## src/rtl/fifo_pkg.sv

```systemverilog
// rtl/fifo_pkg.sv - shared depth/pointer helpers and level legality checks for sync_fifo_block
package fifo_pkg;

   typedef enum logic [1:0] {
      OP_IDLE  = 2'b00,
      OP_WRITE = 2'b01,
      OP_READ  = 2'b10,
      OP_BOTH  = 2'b11
   } fifo_op_e;

   function automatic int fifo_depth(input int addr_size);
      return 1 << addr_size;
   endfunction

   // One extra bit lets full and empty be told apart when the addresses match.
   function automatic int ptr_width(input int addr_size);
      return addr_size + 1;
   endfunction

   function automatic bit levels_legal(input int addr_size, input int af_level, input int ae_level);
      return (af_level >= 1) && (af_level <= fifo_depth(addr_size)) &&
             (ae_level >= 0) && (ae_level <= fifo_depth(addr_size) - 1);
   endfunction

endpackage

```

## src/rtl/sync_fifo_block_if.sv

```systemverilog
// rtl/sync_fifo_block_if.sv - push/pop/status bundle between the register side and the FIFO
interface sync_fifo_block_if #(
   parameter int data_size = 8,
   parameter int addr_size = 4
);
   logic                   clear_i;
   logic                   write_inc_i;
   logic [data_size-1:0]   data_i;
   logic                   read_inc_i;
   logic [data_size-1:0]   data_o;
   logic                   data_valid_o;
   logic                   read_empty_o;
   logic                   read_almost_empty_o;
   logic                   write_full_o;
   logic                   write_almost_full_o;
   logic [addr_size:0]     fill_level_o;
   logic                   overflow_o;
   logic                   underflow_o;

   modport master (
      output clear_i, write_inc_i, data_i, read_inc_i,
      input  data_o, data_valid_o, read_empty_o, read_almost_empty_o,
             write_full_o, write_almost_full_o, fill_level_o, overflow_o, underflow_o
   );

   modport slave (
      input  clear_i, write_inc_i, data_i, read_inc_i,
      output data_o, data_valid_o, read_empty_o, read_almost_empty_o,
             write_full_o, write_almost_full_o, fill_level_o, overflow_o, underflow_o
   );
endinterface

```

## src/rtl/sync_fifo_mem.sv

```systemverilog
// rtl/sync_fifo_mem.sv - single-clock register array, one write port, asynchronous read address
module sync_fifo_mem
   import fifo_pkg::*;
#(
   parameter int data_size = 8,
   parameter int addr_size = 4
) (
   input  logic                 clock_i,
   input  logic                 we_i,
   input  logic [addr_size-1:0] waddr_i,
   input  logic [data_size-1:0] wdata_i,
   input  logic [addr_size-1:0] raddr_i,
   output logic [data_size-1:0] rdata_o
);
   localparam int DEPTH = fifo_depth(addr_size);

   logic [data_size-1:0] mem_q [DEPTH];

   // Storage carries no reset; occupancy is tracked entirely by the pointers.
   always_ff @(posedge clock_i) begin
      if (we_i) begin
         mem_q[waddr_i] <= wdata_i;
      end
   end

   assign rdata_o = mem_q[raddr_i];
endmodule

```

## src/rtl/sync_fifo_block.sv

```systemverilog
// rtl/sync_fifo_block.sv - single-clock byte FIFO with level flags, sticky errors and flush
// SYNC_FIFO_FWFT_EN selects first-word fall-through output instead of the registered read.
module sync_fifo_block
   import fifo_pkg::*;
#(
   parameter int data_size          = 8,
   parameter int addr_size          = 4,
   parameter int almost_full_level  = 14,
   parameter int almost_empty_level = 2
) (
   input  logic          clock_i,
   input  logic          reset_n_i,
   sync_fifo_block_if.slave bus
);
   localparam int PTR_W = ptr_width(addr_size);
   localparam int DEPTH = fifo_depth(addr_size);
   localparam logic [PTR_W-1:0] DEPTH_L = PTR_W'(DEPTH);
   localparam logic [PTR_W-1:0] AF_L    = PTR_W'(almost_full_level);
   localparam logic [PTR_W-1:0] AE_L    = PTR_W'(almost_empty_level);
   localparam bit LEVELS_OK = levels_legal(addr_size, almost_full_level, almost_empty_level);

   logic [PTR_W-1:0]     wr_ptr_q, wr_ptr_d;
   logic [PTR_W-1:0]     rd_ptr_q, rd_ptr_d;
   logic [PTR_W-1:0]     level_q, level_d;
   logic                 ovf_q, ovf_d;
   logic                 udf_q, udf_d;
   logic                 full, empty, wr_acc, rd_acc;
   fifo_op_e             op;
   logic [data_size-1:0] rdata;

   always_comb begin
      full     = (level_q == DEPTH_L);
      empty    = (level_q == '0);
      // Flush wins over any request in the same cycle.
      wr_acc   = bus.write_inc_i && !full  && !bus.clear_i;
      rd_acc   = bus.read_inc_i  && !empty && !bus.clear_i;
      op       = fifo_op_e'({rd_acc, wr_acc});
      wr_ptr_d = wr_ptr_q;
      rd_ptr_d = rd_ptr_q;
      level_d  = level_q;
      ovf_d    = ovf_q || (bus.write_inc_i && full);
      udf_d    = udf_q || (bus.read_inc_i && empty);
      if (bus.clear_i) begin
         wr_ptr_d = '0;
         rd_ptr_d = '0;
         level_d  = '0;
         ovf_d    = 1'b0;
         udf_d    = 1'b0;
      end else begin
         case (op)
            OP_WRITE: begin
               wr_ptr_d = wr_ptr_q + 1'b1;
               level_d  = level_q + 1'b1;
            end
            OP_READ: begin
               rd_ptr_d = rd_ptr_q + 1'b1;
               level_d  = level_q - 1'b1;
            end
            OP_BOTH: begin
               wr_ptr_d = wr_ptr_q + 1'b1;
               rd_ptr_d = rd_ptr_q + 1'b1;
            end
            default: ;
         endcase
      end
   end

   always_ff @(posedge clock_i or negedge reset_n_i) begin
      if (!reset_n_i) begin
         wr_ptr_q <= '0;
         rd_ptr_q <= '0;
         level_q  <= '0;
         ovf_q    <= 1'b0;
         udf_q    <= 1'b0;
      end else begin
         wr_ptr_q <= wr_ptr_d;
         rd_ptr_q <= rd_ptr_d;
         level_q  <= level_d;
         ovf_q    <= ovf_d;
         udf_q    <= udf_d;
      end
   end

   always_ff @(posedge clock_i) begin
      assert (LEVELS_OK) else $error("sync_fifo_block: almost_full/almost_empty level out of range");
   end

   sync_fifo_mem #(
      .data_size (data_size),
      .addr_size (addr_size)
   ) u_mem (
      .clock_i (clock_i),
      .we_i    (wr_acc),
      .waddr_i (wr_ptr_q[addr_size-1:0]),
      .wdata_i (bus.data_i),
      .raddr_i (rd_ptr_q[addr_size-1:0]),
      .rdata_o (rdata)
   );

`ifdef SYNC_FIFO_FWFT_EN
   assign bus.data_o       = rdata;
   assign bus.data_valid_o = !empty;
`else
   logic [data_size-1:0] dout_q, dout_d;
   logic                 dvalid_q, dvalid_d;

   always_comb begin
      dout_d   = rd_acc ? rdata : dout_q;
      dvalid_d = rd_acc;
   end

   always_ff @(posedge clock_i or negedge reset_n_i) begin
      if (!reset_n_i) begin
         dout_q   <= '0;
         dvalid_q <= 1'b0;
      end else begin
         dout_q   <= dout_d;
         dvalid_q <= dvalid_d;
      end
   end

   assign bus.data_o       = dout_q;
   assign bus.data_valid_o = dvalid_q;
`endif

   assign bus.read_empty_o        = empty;
   assign bus.read_almost_empty_o = (level_q <= AE_L);
   assign bus.write_full_o        = full;
   assign bus.write_almost_full_o = (level_q >= AF_L);
   assign bus.fill_level_o        = level_q;
   assign bus.overflow_o          = ovf_q;
   assign bus.underflow_o         = udf_q;
endmodule

```

## src/flat_wrapper.sv

```systemverilog
// flat-port wrapper written by rule: the top's interface ports become plain ports
module sync_fifo_block_flat import fifo_pkg::*;
#(
   parameter int data_size          = 8,
   parameter int addr_size          = 4,
   parameter int almost_full_level  = 14,
   parameter int almost_empty_level = 2
)
  (clock_i, reset_n_i, bus_clear_i, bus_write_inc_i, bus_data_i, bus_read_inc_i, bus_data_o, bus_data_valid_o, bus_read_empty_o, bus_read_almost_empty_o, bus_write_full_o, bus_write_almost_full_o, bus_fill_level_o, bus_overflow_o, bus_underflow_o);
  sync_fifo_block_if #(.data_size(data_size), .addr_size(addr_size)) bus_i ();
  input  logic clock_i;
  input  logic reset_n_i;
  input wire logic [$bits(bus_i.clear_i)-1:0] bus_clear_i;
  input wire logic [$bits(bus_i.write_inc_i)-1:0] bus_write_inc_i;
  input wire logic [$bits(bus_i.data_i)-1:0] bus_data_i;
  input wire logic [$bits(bus_i.read_inc_i)-1:0] bus_read_inc_i;
  output wire logic [$bits(bus_i.data_o)-1:0] bus_data_o;
  output wire logic [$bits(bus_i.data_valid_o)-1:0] bus_data_valid_o;
  output wire logic [$bits(bus_i.read_empty_o)-1:0] bus_read_empty_o;
  output wire logic [$bits(bus_i.read_almost_empty_o)-1:0] bus_read_almost_empty_o;
  output wire logic [$bits(bus_i.write_full_o)-1:0] bus_write_full_o;
  output wire logic [$bits(bus_i.write_almost_full_o)-1:0] bus_write_almost_full_o;
  output wire logic [$bits(bus_i.fill_level_o)-1:0] bus_fill_level_o;
  output wire logic [$bits(bus_i.overflow_o)-1:0] bus_overflow_o;
  output wire logic [$bits(bus_i.underflow_o)-1:0] bus_underflow_o;
  assign bus_i.clear_i = bus_clear_i;
  assign bus_i.write_inc_i = bus_write_inc_i;
  assign bus_i.data_i = bus_data_i;
  assign bus_i.read_inc_i = bus_read_inc_i;
  assign bus_data_o = bus_i.data_o;
  assign bus_data_valid_o = bus_i.data_valid_o;
  assign bus_read_empty_o = bus_i.read_empty_o;
  assign bus_read_almost_empty_o = bus_i.read_almost_empty_o;
  assign bus_write_full_o = bus_i.write_full_o;
  assign bus_write_almost_full_o = bus_i.write_almost_full_o;
  assign bus_fill_level_o = bus_i.fill_level_o;
  assign bus_overflow_o = bus_i.overflow_o;
  assign bus_underflow_o = bus_i.underflow_o;
  sync_fifo_block #(.data_size(data_size), .addr_size(addr_size), .almost_full_level(almost_full_level), .almost_empty_level(almost_empty_level)) u_core (.clock_i(clock_i), .reset_n_i(reset_n_i), .bus(bus_i));
endmodule
```

## config.mk

```make
export PLATFORM = sky130hd
export DESIGN_NAME = sync_fifo_block_flat
export DESIGN_NICKNAME = d
export VERILOG_FILES = /design/src/rtl/fifo_pkg.sv /design/src/rtl/sync_fifo_block_if.sv /design/src/rtl/sync_fifo_mem.sv /design/src/rtl/sync_fifo_block.sv /design/src/flat_wrapper.sv
export SDC_FILE = /design/constraint.sdc
export NUM_CORES = 1
export LEC_CHECK = 0
export BUFFER_PORTS_ARGS = -buffer_cell sky130_fd_sc_hd__buf_2
export CORE_ASPECT_RATIO = 1.1
export CORE_MARGIN = 5
export CORE_UTILIZATION = 35
export CTS_CLUSTER_DIAMETER = 100
export DETAILED_ROUTE_END_ITERATION = 10
export HOLD_SLACK_MARGIN = 0.05
export SYNTH_ARGS = -nofsm -noshare
export SYNTH_HDL_FRONTEND = slang
export SYNTH_SLANG_ARGS = --single-unit
```

## constraint.sdc

```tcl
create_clock -name clock_i -period 2.36 [get_ports clock_i]
set_input_delay 0.472 -clock clock_i [delete_from_list [all_inputs] [get_ports clock_i]]
set_output_delay 0.472 -clock clock_i [all_outputs]
set_load 0.05 [all_outputs]
```

After elaboration in Yosys (flattened, before gate mapping)
Memories as Yosys holds them, arrays and structs flattened. A register that Yosys moved wholly into a read port is not among the register bits. Cells that the tools add are included.

Add/subtract/negate cells: 4. Order comparisons: 2. Equal/unequal tests: 4. Multiplexer cells: 10. Reduce and logical (&&, ||, !) cells: 18.

Operator list (number): two-way mux 5 bit (5); adder 5 x 1 -> 5 bit (second input constant) (3); one-hot mux 5 bit (2 select lines) (1); logical AND 1 bit (6); equality test 5 bit (second input constant) (1); >= comparator 5 x 4 -> 1 bit (second input constant) (1); <= comparator 5 x 2 -> 1 bit (second input constant) (1); zero test 5 bit (1); subtractor 5 x 1 -> 5 bit (second input constant) (1); equality test 2 bit (second input constant) (2); zero test 1 bit (4); two-way mux 1 bit (4); nonzero test 2 bit (2); OR reduction 2 bit (2); nonzero test 3 bit (1); equality test 2 x 1 -> 1 bit (second input constant) (1); logical OR 1 bit (2).

Bits in registers: 18. RAM bits: 128. Bits of input ports: 13. Logic and storage cells: 45. Memories kept: 1.

Memories: u_core.u_mem.mem_q (depth 16, width 8, read ports 1, clocked after Yosys merged registers in 1, wr ports 1, line sync_fifo_mem.sv:17) `logic [data_size-1:0] mem_q [DEPTH];`.

Depth between registers and ports, before layout
Gate-level depths: netlist (run 1).

Depth in word-level cells: 8. Mapped depth: 10. Gate-level depth less buffers: 9.

Cells and area by module
Synthesis (run 1) repeated with hierarchy kept, for this count alone.

Cells, all modules: 345. Area total of the unflattened synthesis: 6314.8 um^2.

By module, submodules not included: sync_fifo_mem (times used 1, cells an instance 221, area an instance 4987.3 um^2, sequential area each 3843.7 um^2); sync_fifo_block (times used 1, cells an instance 124, area an instance 1327.5 um^2, sequential area each 600.6 um^2).

Worst setup path after synthesis (run 1)
No wires, ideal clock.

Path type: register to output. Start point: reg u_core.level_q[2] (netlist: u_core.bus.fill_level_o[2]). End point: out bus_read_almost_empty_o. Arrival time: 3318 ps. Slack: -1430 ps. Stages on the path, launching flop included: 3. Buffers on the path: 1. Cell sequence: dfrtp_1 -> clkbuf_1 -> a2111oi_0.

Word-level cells in the longest chain between the ends: 1.

Ends and longest elaborated chain: from (decl) (line sync_fifo_block.sv:24) `logic [PTR_W-1:0] level_q, level_d;`; from (signal assigned) (line sync_fifo_block.sv:78) `level_q <= level_d;`; <= comparator 5 x 2 -> 1 bit (line sync_fifo_block.sv:127) `assign bus.read_almost_empty_o = (level_q <= AE_L);`; to (decl) (line flat_wrapper.sv:20) `output wire logic [$bits(bus_i.read_almost_empty_o)-1:0] bus_read_almost_empty_o;`.

Every way passes these cells.

Final worst setup path (run 1)
Start point: reg u_core.level_q[3] (netlist: u_core.bus.fill_level_o[3]). End point: out bus_write_full_o.

Word-level cells in the longest chain between the ends: 1.

Ends and longest elaborated chain: equality test 5 bit (line sync_fifo_block.sv:32) `full = (level_q == DEPTH_L);`; to (decl) (line flat_wrapper.sv:21) `output wire logic [$bits(bus_i.write_full_o)-1:0] bus_write_full_o;`.

Every way passes these cells.

==> metrics.txt, run 1 <==
R2R Path Start u_core.bus.fill_level_o[3]$_DFFE_PN0P_; input/output buffers 32; Core Region roughly 18000 sq um; Via density 5.06; Global Route Usage Sum 13.1%; synth unique cells 43; Final Power ~8700 uW; Critical Path AT roughly 1.8 ns; I/O pin total 33; YS warnings 0; CTS sink cnt 152; leakage power 0.00278 uW; Hold Fails Final Rpt 0; Setup crit end kind output pin; RSZ-0062 raised after global routing true; grt ovf 0; layout cells sized above 1 about two fifths; Root Driver clkbuf_16; via count roughly 3400; antenna violations before repair 1; Rows between 50 and 60; WP data required approximately 1.9 ns; Slew Limit Fails 0; most frequent cells in the layout 128 x edfxtp_1, 42 x buf_4, 30 x buf_2, 23 x nor2_1, 22 x mux4_1; H-tree Lvls 4; Initial Util 35.9%; prevailing post-synth register cell edfxtp_1; Mapped Area 6390 sq um; area growth from synthesis to layout 21.9%; DP Area approximately 7000 sq um; measured slew at the worst slew-check pin roughly 0.66 ns; WL/cell between 15 and 20 um; Design Area, Final between 7000 and 8000 sq um; Antenna Nets Post-Route 0; Iter 0 DRT Violations ~170; Final WS setup approximately 0.074 ns; post-route setup TNS 0 ns; Synth Register Bits approximately 150; Async SR Flop Fraction between 10% and 20%; kind of critical path flop to output pin; CP max FO 8; critical path startpoint category flop; Die ar. about 21000 sq um; Syn Inst Count 339; DRT Pass-1 Iters 4; Die X roughly 140 um; die height 152 um; vias in the first global route around 3500; clk_lat worst skew ~0.42 ns; clock buffer depth 2; CTS tree done; register area share after synthesis a little over two thirds; pwr dens 1120 nW/um^2; worst min path class primary input to async pin; Critical Path Start u_core.bus.fill_level_o[3]$_DFFE_PN0P_; EDFF count, synth about 130; Num CTS Buffers 17; first-pass GRT wire length about 21000 um; synthesized area per cell between 15 and 20 sq um; clock-pin slew on the worst setup and hold paths about 0.060 ns; Post-Syn Nets ~360; maximum vdd ir drop between 0.9 and 1 mV; fin crit share 96.8%; gp weighted congestion 0.838; hold_ws between 0.07 and 0.08 ns; nets around 430; Routed Wire Length around 13000 um; Final setup viols 0; largest net degree at the start of global routing 25; most common cell after layout, fill and taps aside edfxtp_1; drt drc 0; Max-slew headroom a little under three fifths; Place WS between 0.002 and 0.0025 ns; status complete, no violations; fmax 0.438 GHz; Tmin final 2.29 ns; Final Skew roughly 0.011 ns; max_cap viols 0; Detailed Place HPWL 8830 um
## worst paths after layout
check	endpoint	cells after the start	slack [ns]
min in group clock_i	u_core.bus.fill_level_o[1]$_DFFE_PN0P_	3	0.41
max	bus_write_full_o	4	0.07
max reg2reg	u_core.bus.fill_level_o[4]$_DFFE_PN0P_	9	0.08
min reg2reg	u_core.bus.data_o[1]$_DFFE_PN0P_	1	0.50
min	u_core.bus.fill_level_o[2]$_DFFE_PN0P_	1	0.08
max in group asynchronous	u_core.rd_ptr_q[0]$_DFFE_PN0P_	1	1.84
## final cells by class
type / count / area, sq um
diodes: 1 / 2.50
clock buffers: 19 / 443
repair buffers: 76 / 524
fillers: 1542 / 10000
well taps: 238 / 298
inverters: 6 / 22.5
multi-input cells: 159 / 1850
clock inverters: 13 / 201
flip-flops and latches: 152 / 4450
## stage by stage
stage / std cells / utilization [%]
after CTS: 662 / 43.6
after detailed placement: 630 / 40.0
final: 664 / 43.8
after global routing: 663 / 43.8
after floorplan: 339 / -
after global placement: 630 / 40.0
## layer usage
layer	routed length (um)	global-route usage [%]	share of wire, %	up-vias
li1	-	-	-	1523
met1	5560	16.8	43	1744
met2	6560	22.0	51	82
met3	691	3.55	5.3	10
met4	111	4.31	0.86	0
met5	0	0	0	-
## synthesized netlist by cell type, types with 5 or more instances
library cell | n | share of area [%]
mux4_2 | 18 | 6.3
dfrtp_1 | 24 | 9.4
nor3_1 | 7 | 0.55
edfxtp_1 | 128 | 60
ha_1 | 7 | 1.4
buf_6 | 5 | 0.88
inv_1 | 6 | 0.35
clkbuf_1 | 8 | 0.47
nand2_1 | 11 | 0.65
xor2_1 | 5 | 0.69
nor2_1 | 31 | 1.8
mux4_1 | 22 | 9.0
nand3_1 | 5 | 0.39
mux2_2 | 8 | 1.4
a21oi_1 | 6 | 0.47
## logic make-up (layout without fill, tap and decap cells)
family	after synthesis	in the layout	share of synthesized area, %
AO/OA/AOI/OAI	24	24	2.66
XOR/XNOR	7	7	0.959
adder cells (fa/ha/maj)	7	7	1.37
buffers and inverters	28	114	2.82
flip-flops	152	152	69.5
multiplexers	52	52	17.4
other	0	1	0
AND/OR/NAND/NOR	69	69	5.25
## power by group
part	total [uW]	switching, uW	internal [uW]
sequential	3200	113	3090
combinational	2620	1540	1080
clock	2910	1010	1900
## state kept, by name (all words and copies together) (netlist names)
register                 count
u_core.u_mem.mem_q         128
u_core.bus.data_valid_o      1
u_core.wr_ptr_q              4
u_core.bus.underflow_o       1
u_core.bus.fill_level_o      5
u_core.bus.overflow_o        1
u_core.bus.data_o            8
u_core.rd_ptr_q              4
## critical path, stage by stage, from the launching register on
cell,delay (ns)
dfrtp_2,0.42
nor4_4,0.33
buf_4,0.22
and2_2,0.19
clkbuf_4,0.24
## repair_timing
| item | in CTS | in global routing |
|---|---|---|
| hold buffers | 0 | 0 |
| pin swaps | 0 | 1 |
| gates resized for setup | 3 | 5 |
| setup buffers | 0 | 1 |
| setup endpoints to repair | 1 | 3 |
Note: power is estimated with default switching activity, not from simulation.
==> inputs of run 2 (changes only) <==
--- a/config.mk
+++ b/config.mk
@@ -14,2 +14,3 @@
 export HOLD_SLACK_MARGIN = 0.05
+export PLACE_DENSITY = 0.61
 export SYNTH_ARGS = -nofsm -noshare
==> constraint.sdc (replaced) <==
create_clock -name clock_i -period 2.36 [get_ports clock_i]
set_input_delay 0.236 -clock clock_i [delete_from_list [all_inputs] [get_ports clock_i]]
set_output_delay 0.236 -clock clock_i [all_outputs]
set_load 0.05 [all_outputs]
==> run 2 against run 1 <==
The flow now finishes with violations (negative setup slack); clock skew is essentially flat; highest routed layer unchanged; clock-buffer cell count rose by 1; sequential power hardly changed; combinational power fell by 3%; critical path depth rose by 5; non-clock buffer count fell by 8; critical endpoint is now u_core.bus.fill_level_o[4]$_DFFE_PN0P_; sequential share of layout area rose by 0.95 points; worst hold slack better by 0.038 ns; die area unchanged; design area is 1.6% lower.
==> metrics.txt, run 2 (synthesis gave the netlist of run 1 again) <==
CTS sink cnt 152 (unchanged); worst min path class primary input to flop; input/output buffers 32 (unchanged); Max-slew headroom 54.1% (-2.2 points); Slew Limit Fails 0 (unchanged); Final WS setup -0.00947 ns (-0.0839 ns); Antenna Nets Post-Route 0 (unchanged); CP max FO 4 (-4); fin crit share 100% (+3.6 points); Num CTS Buffers 17 (unchanged); Die X 139 um (unchanged); Tmin final 2.37 ns (+0.0839 ns); post-route setup TNS -0.00947 ns (-0.00947 ns); # diodes 0 (-1); Final Skew 0.0111 ns (-0.000244 ns); gp weighted congestion 0.864 (+3.1%); drt drc 0 (unchanged); I/O pin total 33 (unchanged); measured slew at the worst slew-check pin 0.689 ns (+0.0323 ns); layout cells sized above 1 34.5% (-3.6 points); CTS tree done; critical path startpoint category flop; maximum vdd ir drop 0.758 mV (-19%); Final setup viols 1 (+1); Core Region 17800 sq um (unchanged); Initial Util 35.9% (unchanged); failing checks negative setup slack; nets 424 (-1.9%); Root Driver clkbuf_16; number of setup buffers added after CTS 0 (unchanged); max incr delay on CP 0.42 ns (about the same); max_cap viols 0 (unchanged); Via density 5.19 (+2.6%); via count 3398 (+1.2%); Iter 0 DRT Violations 328 (+98%); Hold Fails Final Rpt 0 (unchanged); status complete, but fails checks; clk_lat worst skew 0.42 ns (about the same); Largest register FFs 128 (unchanged); leakage power 0.00270 uW (-3.0%); WP data required 2.65 ns (+0.76 ns); Place WS 0.0193 ns (+0.0170 ns); Routed Wire Length 13600 um (+5.1%); Global Route Usage Sum 13.6% (+0.49 points); most common cell after layout, fill and taps aside edfxtp_1; GR Layer Usage met1 18.0% (+1.2 points); multi-input logic area 1850 sq um (-0.13%); Largest Register u_core.u_mem.mem_q; cell breakdown of the critical path nor4_4, mux2i_2, inv_2, ha_4, nor2_1, nor3_2, mux2i_1, a222oi_1, nor3b_1; Detailed Place HPWL 8800 um (-0.31%); clock-pin slew on the worst setup and hold paths 0.06 ns (about the same); die height 152 um (unchanged); register area 4450 sq um (unchanged); RSZ-0062 raised after global routing true; slowest CP cell dfrtp_2; number of fill cells in the layout 1537 (-0.32%); antenna violations before repair 0 (-1); busiest grt layer met2; kind of critical path flop to flop; M3 GR Usage 3.55% (unchanged); clock buffer depth 2 (unchanged); Setup crit end kind flop; largest net degree at the start of global routing 36 (+44%); WL/cell 20.7 um (+6.6%); H-tree Lvls 4 (unchanged); first-pass GRT wire length 21100 um (+2.3%); Die ar. 21100 sq um (unchanged); DRT Pass-1 Iters 4 (unchanged); fmax 0.422 GHz (-3.5%); pwr dens 1090 nW/um^2 (-2.5%); grt ovf 0 (unchanged); Rows 51 (unchanged); vias in the first global route 3515 (+1.3%); area growth from synthesis to layout 19.9%; Final Power 8370 uW (-4.1%); Critical Path AT 2.66 ns (+0.85 ns); met2 Usage GRT 22.7% (+0.75 points); most frequent cells in the layout 128 x edfxtp_1, 32 x buf_2, 32 x buf_4, 30 x nor2_1, 22 x mux4_1
[run 2: layout make-up]
type	instances	share of cell area [%]
timing repair buffer	68	6.14
clock inverter	12	1.68
sequential	152	58.0
tap	238	3.88
inverter	6	0.294
clock buffer	20	5.83
multi-input combinational	159	24.2
[run 2: stage by stage]
stage	instance area, sq um	hold slack, ns	util [%]	cells
global route	7670	0.109	43.1	655
global placement	7070	0.297	39.7	622
floorplan	6480	-0.0596	-	339
detailed placement	7070	0.304	39.7	622
CTS	7660	0.0845	43.0	655
finish	7670	0.114	43.1	655
[run 2: power breakdown]
| group | leakage, uW | internal (uW) | total, uW | switching [uW] |
|---|---|---|---|---|
| Sequential | 0.00146 | 3090 | 3210 | 116 |
| Combinational | 0.000961 | 1030 | 2540 | 1510 |
| Clock | 0.000277 | 1580 | 2620 | 1040 |
[run 2: worst paths after layout]
| kind | startpoint | end | slack (ns) | cells after the start |
|---|---|---|---|---|
| max in group asynchronous | reset_n_i | u_core.rd_ptr_q[0]$_DFFE_PN0P_ | 1.53 | 2 |
| worst min-delay path | bus_clear_i | u_core.bus.fill_level_o[1]$_DFFE_PN0P_ | 0.11 | 2 |
| worst min register to register | u_core.bus.overflow_o$_DFF_PN0_ | u_core.bus.overflow_o$_DFF_PN0_ | 0.51 | 2 |
| worst max register to register | u_core.bus.fill_level_o[3]$_DFFE_PN0P_ | u_core.bus.fill_level_o[4]$_DFFE_PN0P_ | -0.009 | 9 |
| min in group asynchronous | reset_n_i | u_core.wr_ptr_q[1]$_DFFE_PN0P_ | 0.38 | 2 |
| worst max-delay path | u_core.bus.fill_level_o[3]$_DFFE_PN0P_ | u_core.bus.fill_level_o[4]$_DFFE_PN0P_ | -0.009 | 9 |
[run 2: layer usage]
| layer | share of wire [%] | wire (um) | vias to the layer above |
|---|---|---|---|
| li1 | - | - | 1499 |
| met1 | 44 | 5940 | 1799 |
| met2 | 50 | 6780 | 89 |
| met3 | 5.4 | 730 | 11 |
| met4 | 0.90 | 122 | 0 |
| met5 | 0 | 0 | - |
[run 2: repair_timing]
action	in CTS	in global routing
hold buffers	1	0
endpoints found under the setup margin	0	2
resized for setup	0	4
hold endpoints to repair	24	0
[run 2: worst max-delay path, delay by kind of cell, from the launching register on]
| family | cells | cell delay (ns) |
|---|---|---|
| AO/OA/AOI/OAI | 1 | 0.32 |
| adder cells (fa/ha/maj) | 1 | 0.29 |
| buffers and inverters | 1 | 0.08 |
| flip-flops | 1 | 0.42 |
| multiplexers | 2 | 0.50 |
| AND/OR/NAND/NOR | 4 | 0.63 |
